## src/rtl/peripheral_dbg_pu_riscv_biu_arbiter.sv

```systemverilog
// -----------------------------------------------------------------------------
// peripheral_dbg_pu_riscv_biu_arbiter
//
// Shares one debug Bus Interface Unit among NUM_REQ debug bus-module cores
// (typically one per hart). Requests are granted round-robin, one access is
// in flight at a time, and the owner's rw/addr/data/size are latched at grant
// so the BIU sees stable fields for the whole access. A watchdog aborts an
// access the BIU never acknowledges (TIMEOUT = 0 disables it).
//
// Ports
//   biu_clk, biu_rst      clock, synchronous active-high reset
//   req_strb_i[k]         requester k strobe, level, held until its req_rdy_o
//   req_rw_i[k]           1 = write, 0 = read
//   req_addr_i            packed addresses, requester k at [k*AW +: AW]
//   req_di_i              packed write data, requester k at [k*DW +: DW]
//   req_word_size_i       packed byte counts, requester k at [k*4 +: 4]
//   req_do_o              read data of the last completed read
//   req_rdy_o[k]          one-cycle completion pulse to requester k
//   req_err_o[k]          error flag, valid with req_rdy_o[k]
//   grant_o               one-hot current owner, zero when no access is active
//   timeout_o             one-cycle pulse when the watchdog aborts an access
//   biu_strb_o            strobe to BIU, held until biu_rdy_i (or abort)
//   biu_rw_o, biu_addr_o, biu_di_o, biu_word_size_o   latched access fields
//   biu_do_i, biu_rdy_i, biu_err_i                     BIU response
// -----------------------------------------------------------------------------
module peripheral_dbg_pu_riscv_biu_arbiter #(
  parameter int NUM_REQ    = 2,
  parameter int ADDR_WIDTH = 32,
  parameter int DATA_WIDTH = 32,
  parameter int TIMEOUT    = 1024
) (
  input  logic                          biu_clk,
  input  logic                          biu_rst,

  input  logic [NUM_REQ-1:0]            req_strb_i,
  input  logic [NUM_REQ-1:0]            req_rw_i,
  input  logic [NUM_REQ*ADDR_WIDTH-1:0] req_addr_i,
  input  logic [NUM_REQ*DATA_WIDTH-1:0] req_di_i,
  input  logic [NUM_REQ*4-1:0]          req_word_size_i,
  output logic [DATA_WIDTH-1:0]         req_do_o,
  output logic [NUM_REQ-1:0]            req_rdy_o,
  output logic [NUM_REQ-1:0]            req_err_o,
  output logic [NUM_REQ-1:0]            grant_o,
  output logic                          timeout_o,

  output logic                          biu_strb_o,
  output logic                          biu_rw_o,
  output logic [ADDR_WIDTH-1:0]         biu_addr_o,
  output logic [DATA_WIDTH-1:0]         biu_di_o,
  output logic [3:0]                    biu_word_size_o,
  input  logic [DATA_WIDTH-1:0]         biu_do_i,
  input  logic                          biu_rdy_i,
  input  logic                          biu_err_i
);

  localparam int IDX_W = (NUM_REQ > 1) ? $clog2(NUM_REQ) : 1;
  localparam int CNT_W = (TIMEOUT > 1) ? $clog2(TIMEOUT) : 1;
  localparam logic [CNT_W-1:0] CNT_LAST = CNT_W'((TIMEOUT > 0) ? TIMEOUT - 1 : 0);
  // After reset the search starts just past the last requester, so req 0 wins first.
  localparam logic [IDX_W-1:0] LAST_RST = IDX_W'(NUM_REQ - 1);

  typedef enum logic [1:0] {ST_IDLE, ST_BUSY, ST_RELEASE} state_t;

  state_t                 state_reg, state_next;
  logic [CNT_W-1:0]       cnt_reg, cnt_next;
  logic [IDX_W-1:0]       last_grant_reg, last_grant_next;

  logic [NUM_REQ-1:0]     grant_next, rdy_next, err_next;
  logic [DATA_WIDTH-1:0]  do_next, di_next;
  logic [ADDR_WIDTH-1:0]  addr_next;
  logic [3:0]             ws_next;
  logic                   strb_next, rw_next, timeout_next;

  // Unpacked views of the packed requester buses.
  logic [ADDR_WIDTH-1:0]  addr_arr [NUM_REQ];
  logic [DATA_WIDTH-1:0]  di_arr   [NUM_REQ];
  logic [3:0]             ws_arr   [NUM_REQ];

  genvar gi;
  generate
    for (gi = 0; gi < NUM_REQ; gi++) begin : g_unpack
      assign addr_arr[gi] = req_addr_i[gi*ADDR_WIDTH +: ADDR_WIDTH];
      assign di_arr[gi]   = req_di_i[gi*DATA_WIDTH +: DATA_WIDTH];
      assign ws_arr[gi]   = req_word_size_i[gi*4 +: 4];
    end
  endgenerate

  // Round-robin pick: first asserted strobe searching upward from last_grant+1.
  logic             pick_valid;
  logic [IDX_W-1:0] pick_idx;
  logic [IDX_W-1:0] cand_idx;

  always_comb begin
    pick_valid = 1'b0;
    pick_idx   = '0;
    cand_idx   = '0;
    for (int i = 0; i < NUM_REQ; i++) begin
      cand_idx = IDX_W'((int'(last_grant_reg) + 1 + i) % NUM_REQ);
      if (!pick_valid && req_strb_i[cand_idx]) begin
        pick_valid = 1'b1;
        pick_idx   = cand_idx;
      end
    end
  end

  always_comb begin
    state_next      = state_reg;
    cnt_next        = cnt_reg;
    last_grant_next = last_grant_reg;
    grant_next      = grant_o;
    strb_next       = biu_strb_o;
    rw_next         = biu_rw_o;
    addr_next       = biu_addr_o;
    di_next         = biu_di_o;
    ws_next         = biu_word_size_o;
    do_next         = req_do_o;
    rdy_next        = '0;
    err_next        = '0;
    timeout_next    = 1'b0;

    case (state_reg)
      ST_IDLE: begin
        if (pick_valid) begin
          state_next      = ST_BUSY;
          cnt_next        = '0;
          last_grant_next = pick_idx;
          grant_next      = NUM_REQ'(1) << pick_idx;
          strb_next       = 1'b1;
          rw_next         = req_rw_i[pick_idx];
          addr_next       = addr_arr[pick_idx];
          di_next         = di_arr[pick_idx];
          ws_next         = ws_arr[pick_idx];
        end
      end

      ST_BUSY: begin
        // A BIU ack on the expiry cycle still counts as a normal completion.
        if (biu_rdy_i) begin
          state_next = ST_RELEASE;
          strb_next  = 1'b0;
          grant_next = '0;
          rdy_next   = grant_o;
          err_next   = biu_err_i ? grant_o : '0;
          if (!biu_rw_o) begin
            do_next = biu_do_i;
          end
        end else if (TIMEOUT != 0 && cnt_reg == CNT_LAST) begin
          state_next   = ST_RELEASE;
          strb_next    = 1'b0;
          grant_next   = '0;
          rdy_next     = grant_o;
          err_next     = grant_o;
          timeout_next = 1'b1;
        end else begin
          cnt_next = cnt_reg + 1'b1;
        end
      end

      // One dead cycle so the owner can drop its strobe before re-arbitration.
      ST_RELEASE: state_next = ST_IDLE;

      default: state_next = ST_IDLE;
    endcase
  end

  always_ff @(posedge biu_clk) begin
    if (biu_rst) begin
      state_reg       <= ST_IDLE;
      cnt_reg         <= '0;
      last_grant_reg  <= LAST_RST;
      grant_o         <= '0;
      biu_strb_o      <= 1'b0;
      biu_rw_o        <= 1'b0;
      biu_addr_o      <= '0;
      biu_di_o        <= '0;
      biu_word_size_o <= '0;
      req_do_o        <= '0;
      req_rdy_o       <= '0;
      req_err_o       <= '0;
      timeout_o       <= 1'b0;
    end else begin
      state_reg       <= state_next;
      cnt_reg         <= cnt_next;
      last_grant_reg  <= last_grant_next;
      grant_o         <= grant_next;
      biu_strb_o      <= strb_next;
      biu_rw_o        <= rw_next;
      biu_addr_o      <= addr_next;
      biu_di_o        <= di_next;
      biu_word_size_o <= ws_next;
      req_do_o        <= do_next;
      req_rdy_o       <= rdy_next;
      req_err_o       <= err_next;
      timeout_o       <= timeout_next;
    end
  end

endmodule

```

## config.mk

```make
export PLATFORM = sky130hd
export DESIGN_NAME = peripheral_dbg_pu_riscv_biu_arbiter
export DESIGN_NICKNAME = d
export VERILOG_FILES = /design/src/rtl/peripheral_dbg_pu_riscv_biu_arbiter.sv
export SDC_FILE = /design/constraint.sdc
export NUM_CORES = 1
export LEC_CHECK = 0
export ABC_AREA = 1
export CAP_MARGIN = 40
export CORE_AREA = 3 3 113 115
export DETAILED_ROUTE_END_ITERATION = 16
export DIE_AREA = 0 0 116 118
export PLACE_DENSITY = 0.85
export SLEW_MARGIN = 30
export SYNTH_ARGS = -nofsm -noshare
export SYNTH_HDL_FRONTEND = slang
export SYNTH_SLANG_ARGS = --single-unit
export TNS_END_PERCENT = 20
```

## constraint.sdc

```tcl
create_clock -name biu_clk -period 3.2 [get_ports biu_clk]
set_input_delay 0.64 -clock biu_clk [delete_from_list [all_inputs] [get_ports biu_clk]]
set_output_delay 0.64 -clock biu_clk [all_outputs]
set_load 0.01 [all_outputs]
```

==> results of run 1 <==
[per-stage QoR]
step	worst slack [ps]	std cells	power [W]	instance area, um2
4_1_cts	1041	1087	0.004529	8343
6_report	1097	1087	0.004499	8343
5_1_grt	1015	1087	0.004685	8343
3_5_place_dp	741.5	1055	0.002616	7755
2_1_floorplan	1609	657	0.002071	4803
3_3_place_gp	759.5	1055	0.002605	7755
[routing by layer]
layer  share of wire  wire length [um]  GRT usage  up-vias
met5               0                 0          0        -
met4           0.028               459     0.1037        0
met3           0.069              1147    0.07918       38
met2            0.51              8468     0.4126      211
met1            0.40              6597     0.2755     2484
li1                -                 -          -     2696
[logic make-up (layout without fill, tap and decap cells)]
group	after synthesis	in the layout	synth area share
adders and majority gates	1	1	0.002604
AOI/OAI and AO/OA	116	116	0.1396
and+or+nand+nor	351	351	0.2902
DFF	122	122	0.5085
buffers and inverters	66	349	0.05731
xor gates and xnor gates	1	1	0.001824
[power groups by stage]
stage | clock network [W] | logic [W] | registers [W]
6_report | 0.00191 | 0.000874 | 0.00171
5_1_grt | 0.00201 | 0.000945 | 0.00173
4_1_cts | 0.00194 | 0.000881 | 0.00171
3_5_place_dp | 0 | 0.000876 | 0.00174
3_3_place_gp | 0 | 0.000868 | 0.00174
2_1_floorplan | 0 | 0.000282 | 0.00179
[worst paths after layout]
check | slack [ps] | startpoint | to
worst min register to register | 480 | last_grant_reg$_SDFFE_PP1P_ | last_grant_reg$_SDFFE_PP1P_
worst max register to register | 1350 | cnt_reg[0]$_SDFFE_PP0P_ | cnt_reg[9]$_SDFFE_PP0P_
worst max-delay path | 1100 | biu_rw_o$_SDFFE_PP0P_ | biu_rw_o
worst min-delay path | 480 | last_grant_reg$_SDFFE_PP1P_ | last_grant_reg$_SDFFE_PP1P_
[area by class of cell]
type / count / area [um2]
repair buffers: 291 / 2928
inverters: 26 / 97.59
well taps: 147 / 183.9
flip-flops and latches: 122 / 2442
multi-input cells: 469 / 2103
clock inverters: 9 / 120.1
fillers: 946 / 3568
clock buffers: 23 / 467.9
[cell usage in the layout (no fill, tap or decap)]
| cell type | count |
|---|---|
| sky130_fd_sc_hd__a21oi_1 | 8 |
| sky130_fd_sc_hd__a31oi_1 | 69 |
| sky130_fd_sc_hd__buf_12 | 3 |
| sky130_fd_sc_hd__buf_2 | 1 |
| sky130_fd_sc_hd__buf_4 | 4 |
| sky130_fd_sc_hd__bufinv_16 | 3 |
| sky130_fd_sc_hd__clkbuf_1 | 4 |
| sky130_fd_sc_hd__clkbuf_16 | 17 |
| sky130_fd_sc_hd__clkbuf_8 | 2 |
| sky130_fd_sc_hd__clkdlybuf4s50_1 | 283 |
| sky130_fd_sc_hd__clkinv_2 | 6 |
| sky130_fd_sc_hd__dfxtp_1 | 122 |
| sky130_fd_sc_hd__ha_1 | 1 |
| sky130_fd_sc_hd__inv_1 | 25 |
| sky130_fd_sc_hd__inv_2 | 1 |
| sky130_fd_sc_hd__nand2_1 | 240 |
| sky130_fd_sc_hd__nand2_2 | 1 |
| sky130_fd_sc_hd__nand3_1 | 12 |
| sky130_fd_sc_hd__nand3_2 | 1 |
| sky130_fd_sc_hd__nand4_1 | 9 |
| sky130_fd_sc_hd__nor2_1 | 79 |
| sky130_fd_sc_hd__nor2_4 | 4 |
| sky130_fd_sc_hd__nor3_1 | 3 |
| sky130_fd_sc_hd__nor3b_1 | 1 |
| sky130_fd_sc_hd__o21ai_0 | 34 |
| sky130_fd_sc_hd__o21ai_1 | 4 |
| sky130_fd_sc_hd__o21ai_4 | 1 |
| sky130_fd_sc_hd__or2_2 | 1 |
| sky130_fd_sc_hd__xor2_1 | 1 |
==> results.yml, run 1 <==
pwr:
  power.share.switching: 0.2478
  p_sw_w: 0.001115
  clk_pwr_share: 0.425
  intPower_w: 0.003385
  total_leakage_power_nw: 3.217
  power_frac_comb: 0.194
  power.density_nw_per_um2: 539.3
  seq_power_share: 0.381
  ir_drop_mv: 0.3319
sta:
  timing_hold_violations_final: 0
  tightestPinTransition_ps: 641.0
  finalSetupTns_ps: 0
  hold_ws_ps: 477.1
  report.final.slew_viol_count: 0
  max-slew-margin-rel: 0.5727
  final_period_utilization: 0.6572
  final_critical_path_required_period_ps: 2103
  grt_setup_unrepaired: "false"
  maximum_clock_frequency_mhz: 475.5
  final_setup_violation_count: 0
  skew_ps: 9.482
worst_setup_path:
  cp_top_family: "buffers and inverters"
  worstSetupPathDepth: 1
  timing.critical_path.to_type: "output port"
  timing.critical_path.from_type: "register"
  worst_ep_required_time_ps: 2560
  crit_slowest_cell: "sky130_fd_sc_hd__clkdlybuf4s50_1"
  worst-path-buf-inv: 1
  critical_path.max_fanout: 3
  cp_data_arrival_time_ps: 1460
  reg2reg_depth: 8
  path_cells: "clkdlybuf4s50_1"
  criticalPathCategory: "register to output port"
  timing.critical_path.slowest_cell_delay_ps: 630
layout:
  layout.nets: 1104
  antennaDiodeCount: 0
  synthToLayoutAreaGrowth_pct: 73.69
  postLayoutCoreUtil: 0.7004
  fraction_of_layout_cells_with_a_size_suffix_above_1: 0.04787
  reg.largest.list: "biu_addr_o (32), biu_di_o (32), req_do_o (32)"
clock_tree:
  cts.sink_count: 122
  clock-root-buffer: "sky130_fd_sc_hd__clkbuf_16"
  cts-hold-fix-buffers: 0
  worst_setup_hold_path_clk_slew_ps: 50
  cts.repair.resized: 0
  clockBufferDepth: 2
  cts_buffers: 17
  cts_tree: "done"
  post-cts-setup-buffers: 0
  htreeDepth: 4
  clock_latency_on_the_worst_skew_pair_ps: 410
synthesis:
  ys_seq_area_frac: 0.5085
  synth.top_cell.area_share: 0.5085
  synth_top_area_cell: "sky130_fd_sc_hd__dfxtp_1"
  synth_edf_count: 0
  post_synth.cell_area_avg_um2: 7.311
  yosysUniqueCellTypes: 24
  async_reset_ff_frac: 0
  synth.yosys.warnings: 0
  ys_top_cells_by_area: "sky130_fd_sc_hd__dfxtp_1 (51%), sky130_fd_sc_hd__nand2_1 (19%), sky130_fd_sc_hd__a31oi_1 (9.0%)"
  synth_most_common_cell: "sky130_fd_sc_hd__nand2_1"
  synth-main-ff-cell: "sky130_fd_sc_hd__dfxtp_1"
  synth.net_count: 834
  post_synth_design_cell_area_um2: 4803
  synth.ff_latch_count: 122
  post_synth_inst_count: 657
  yosys-top-cells-count: "sky130_fd_sc_hd__nand2_1 (240), sky130_fd_sc_hd__dfxtp_1 (122), sky130_fd_sc_hd__nor2_1 (79), sky130_fd_sc_hd__a31oi_1 (69), sky130_fd_sc_hd__o21ai_0 (34)"
place:
  place.detailed.hpwl_um: 11800
  port_buffers: 284
  place_congestion: 0.8859
global_routing:
  antenna_found_initial: 0
  global_route.overflow_total: 0
  vias_in_the_first_global_route: 5373
  grt_use_total: 0.2431
  grt_start_max_net_pins: 71
  grt_pass1_wl_um: 26250
die:
  start_util: 0.4033
  core_area_um2: 11910
  die_width_um: 116
  ios: 285
  die-height_um: 118
  floorplan.die_area_um2: 13690
  row_count: 40
detailed_routing:
  postRouteWirelength_um: 16670
  ant_nets: 0
  drt-initial-drc-count: 351
  vias_per_cell: 4.994
  routed_wire_length_per_instance_um: 15.34
  vias: 5429
  drc: 0
  drt_pre_antenna_iters: 5
outcome:
  outcome: "finished, final reports clean"
min_path:
  hold_depth: 2
  hold_path.class: "register to register"
flow_run:
  drv_cap: 0
Power figures use the tool's default switching activity.
==> inputs of run 2 (changes only) <==
- CORE_AREA: 3 3 113 115 -> 3 3 117 119
- DIE_AREA: 0 0 116 118 -> 0 0 120 122
- PLACE_DENSITY: 0.85 -> 0.8
- clock period: 3.2 -> 2.2 ns (I/O delays scaled with it)
==> run 2 against run 1 <==
Against the previous run:
- hold slack got worse by 74 ps
- critical path depth unchanged
- clock skew fell by 3.5 ps
- combinational power grew 49%
- sequential power increased by 46%
- power rose by 44%
- sequential share of layout area down 0.25 points
- critical path type unchanged
==> results.yml, run 2 (synthesis results as in run 1) <==
layout:
  fraction_of_layout_cells_with_a_size_suffix_above_1: 0.05503
  fill_cells: 1063
  layout.nets: 1109
  reg.largest.list: "biu_addr_o (32), biu_di_o (32), req_do_o (32)"
  final_cells: 1117
  postLayoutCoreUtil: 0.6641
  synthToLayoutAreaGrowth_pct: 75.18
  layout.cell_area.non_filler_um2: 8414
  most-common-layout-cells: "sky130_fd_sc_hd__clkdlybuf4s50_1 (283), sky130_fd_sc_hd__nand2_1 (240), sky130_fd_sc_hd__dfxtp_1 (122), sky130_fd_sc_hd__nor2_1 (79), sky130_fd_sc_hd__a31oi_1 (69)"
  most_common_cell_after_layout_fill_and_taps_aside: "sky130_fd_sc_hd__clkdlybuf4s50_1"
  antennaDiodeCount: 0
worst_setup_path:
  worst-path-buf-inv: 1
  worst_ep_required_time_ps: 1760
  timing.critical_path.slowest_cell_delay_ps: 620
  timing.critical_path.to_type: "output port"
  timing.critical_path.from_type: "register"
  critical_path.max_fanout: 3
  path_cells: "clkdlybuf4s50_1"
  cp_data_arrival_time_ps: 1460
  r2r_end: "cnt_reg[9]$_SDFFE_PP0P_"
  criticalPathCategory: "register to output port"
  crit-reg2reg-launch: "cnt_reg[0]$_SDFFE_PP0P_"
  cp_top_family: "buffers and inverters"
  ff2ff_setup_slack_ps: 410
  reg2reg_depth: 8
  crit_slowest_cell: "sky130_fd_sc_hd__clkdlybuf4s50_1"
sta:
  report.final.slew_viol_count: 0
  finalSetupTns_ps: 0
  max-slew-margin-rel: 0.4553
  timing_hold_violations_final: 0
  final_critical_path_required_period_ps: 1898
  skew_ps: 6.027
  grt_setup_unrepaired: "false"
  maximum_clock_frequency_mhz: 526.9
  tightestPinTransition_ps: 817.0
  fin_ws_ps: 302.3
  final_period_utilization: 0.8626
  final_setup_violation_count: 0
die:
  ios: 285
  die-height_um: 122
  start_util: 0.3791
  core_area_um2: 12670
  row_count: 41
  die_width_um: 120
  floorplan.die_area_um2: 14640
detailed_routing:
  top_layer: "met4"
  vias: 5362
  routed_wire_length_per_instance_um: 15.32
  route.met2.wl_um: 8328
  routed_length_on_met1_um: 6918
  drt-initial-drc-count: 397
  postRouteWirelength_um: 17120
  ant_nets: 0
  wl_met3_um: 1224
  drt_pre_antenna_iters: 5
  drc: 0
  vias_per_cell: 4.800
place:
  port_buffers: 284
  detailedPlace.worstSlack_ps: 184.7
  post_dp_cell_area_um2: 7836
  numPlacedInstances: 1085
  place.detailed.hpwl_um: 12340
  place_congestion: 0.8425
global_routing:
  grt_use_total: 0.2257
  global_route.overflow_total: 0
  antenna_found_initial: 0
  grt_pass1_wl_um: 26100
  vias_in_the_first_global_route: 5130
  grt_start_max_net_pins: 75
clock_tree:
  post-cts-setup-buffers: 0
  clock-root-buffer: "sky130_fd_sc_hd__clkbuf_16"
  clockBufferDepth: 2
  clock_latency_on_the_worst_skew_pair_ps: 410
  cts_tree: "done"
  cts.repair.resized: 0
  cts-hold-fix-buffers: 0
  htreeDepth: 4
  cts_buffers: 17
  cts.sink_count: 122
  worst_setup_hold_path_clk_slew_ps: 50
pwr:
  total_leakage_power_nw: 3.241
  power.density_nw_per_um2: 770.0
  ir_drop_mv: 0.4910
outcome:
  outcome: "finished, final reports clean"
min_path:
  worst_hold_startpoint: "biu_rst"
  hold_depth: 4
  hold_path.class: "input port to register"
  hold_path_end: "timeout_o$_SDFF_PP0_"
flow_run:
  drv_cap: 0
==> run 2: changes by cell type in the layout (fill, tap and decap cells not counted) <==
cell                         change
sky130_fd_sc_hd__clkinvlp_4      +1
sky130_fd_sc_hd__bufinv_16       -2
sky130_fd_sc_hd__clkbuf_8        +4
sky130_fd_sc_hd__clkbuf_1        -2
sky130_fd_sc_hd__buf_4           +4
sky130_fd_sc_hd__buf_12          +1
sky130_fd_sc_hd__clkinv_2        -1
==> run 2: through the flow <==
step	total power, W	hold slack (ps)
2_1_floorplan	0.003013	433.3
3_3_place_gp	0.003825	449.1
3_5_place_dp	0.003833	450.2
4_1_cts	0.006534	377.6
5_1_grt	0.006737	429.1
6_report	0.006479	402.7
==> run 2: layout make-up <==
| class | count | area [um2] | area share |
|---|---|---|---|
| clock inverters | 7 | 62.56 | 0.007435 |
| flip-flops and latches | 122 | 2442 | 0.2903 |
| multi-input cells | 469 | 2103 | 0.2500 |
| repair buffers | 296 | 2978 | 0.3539 |
| inverters | 26 | 97.59 | 0.01160 |
| well taps | 172 | 215.2 | 0.02558 |
| clock buffers | 25 | 515.5 | 0.06126 |
==> run 2: how the worst max path moves through the flow <==
| stage | start | slack [ps] | depth (start not counted) | to |
|---|---|---|---|---|
| 6_report | biu_rw_o$_SDFFE_PP0P_ | 300 | 1 | biu_rw_o |
| 5_1_grt | cnt_reg[1]$_SDFFE_PP0P_ | 180 | 8 | cnt_reg[1]$_SDFFE_PP0P_ |
| 4_1_cts | biu_rw_o$_SDFFE_PP0P_ | 260 | 1 | biu_rw_o |
| 3_5_place_dp | req_strb_i[0] | 180 | 8 | biu_addr_o[27]$_SDFFE_PP0P_ |
| 3_3_place_gp | req_strb_i[0] | 230 | 8 | biu_di_o[0]$_SDFFE_PP0P_ |
| 2_1_floorplan | cnt_reg[0]$_SDFFE_PP0P_ | 770 | 8 | cnt_reg[9]$_SDFFE_PP0P_ |
==> run 2: worst register-to-register path, cell delays in order, from the launching register on <==
cell                      delay, ps
sky130_fd_sc_hd__dfxtp_1        360
sky130_fd_sc_hd__ha_1           180
sky130_fd_sc_hd__nand2_1        100
sky130_fd_sc_hd__nor2_1         220
sky130_fd_sc_hd__nand3_1        150
sky130_fd_sc_hd__nand3_1        220
sky130_fd_sc_hd__nand2_1        230
sky130_fd_sc_hd__nand2_1        130
sky130_fd_sc_hd__o21ai_0         80
==> run 2: power breakdown <==
| part | leakage [nW] | switching (W) | internal (W) | total, W |
|---|---|---|---|---|
| combinational | 1.95 | 0.000578 | 0.000722 | 0.00130 |
| clock | 0.289 | 0.000963 | 0.00172 | 0.00269 |
| sequential | 1.00 | 0.0000996 | 0.00239 | 0.00249 |
==> run 2: layer usage <==
metal	vias up	global-route usage
met4	0	0.1203
li1	2703	-
met2	212	0.3695
met3	45	0.07567
met1	2402	0.2621
met5	-	0
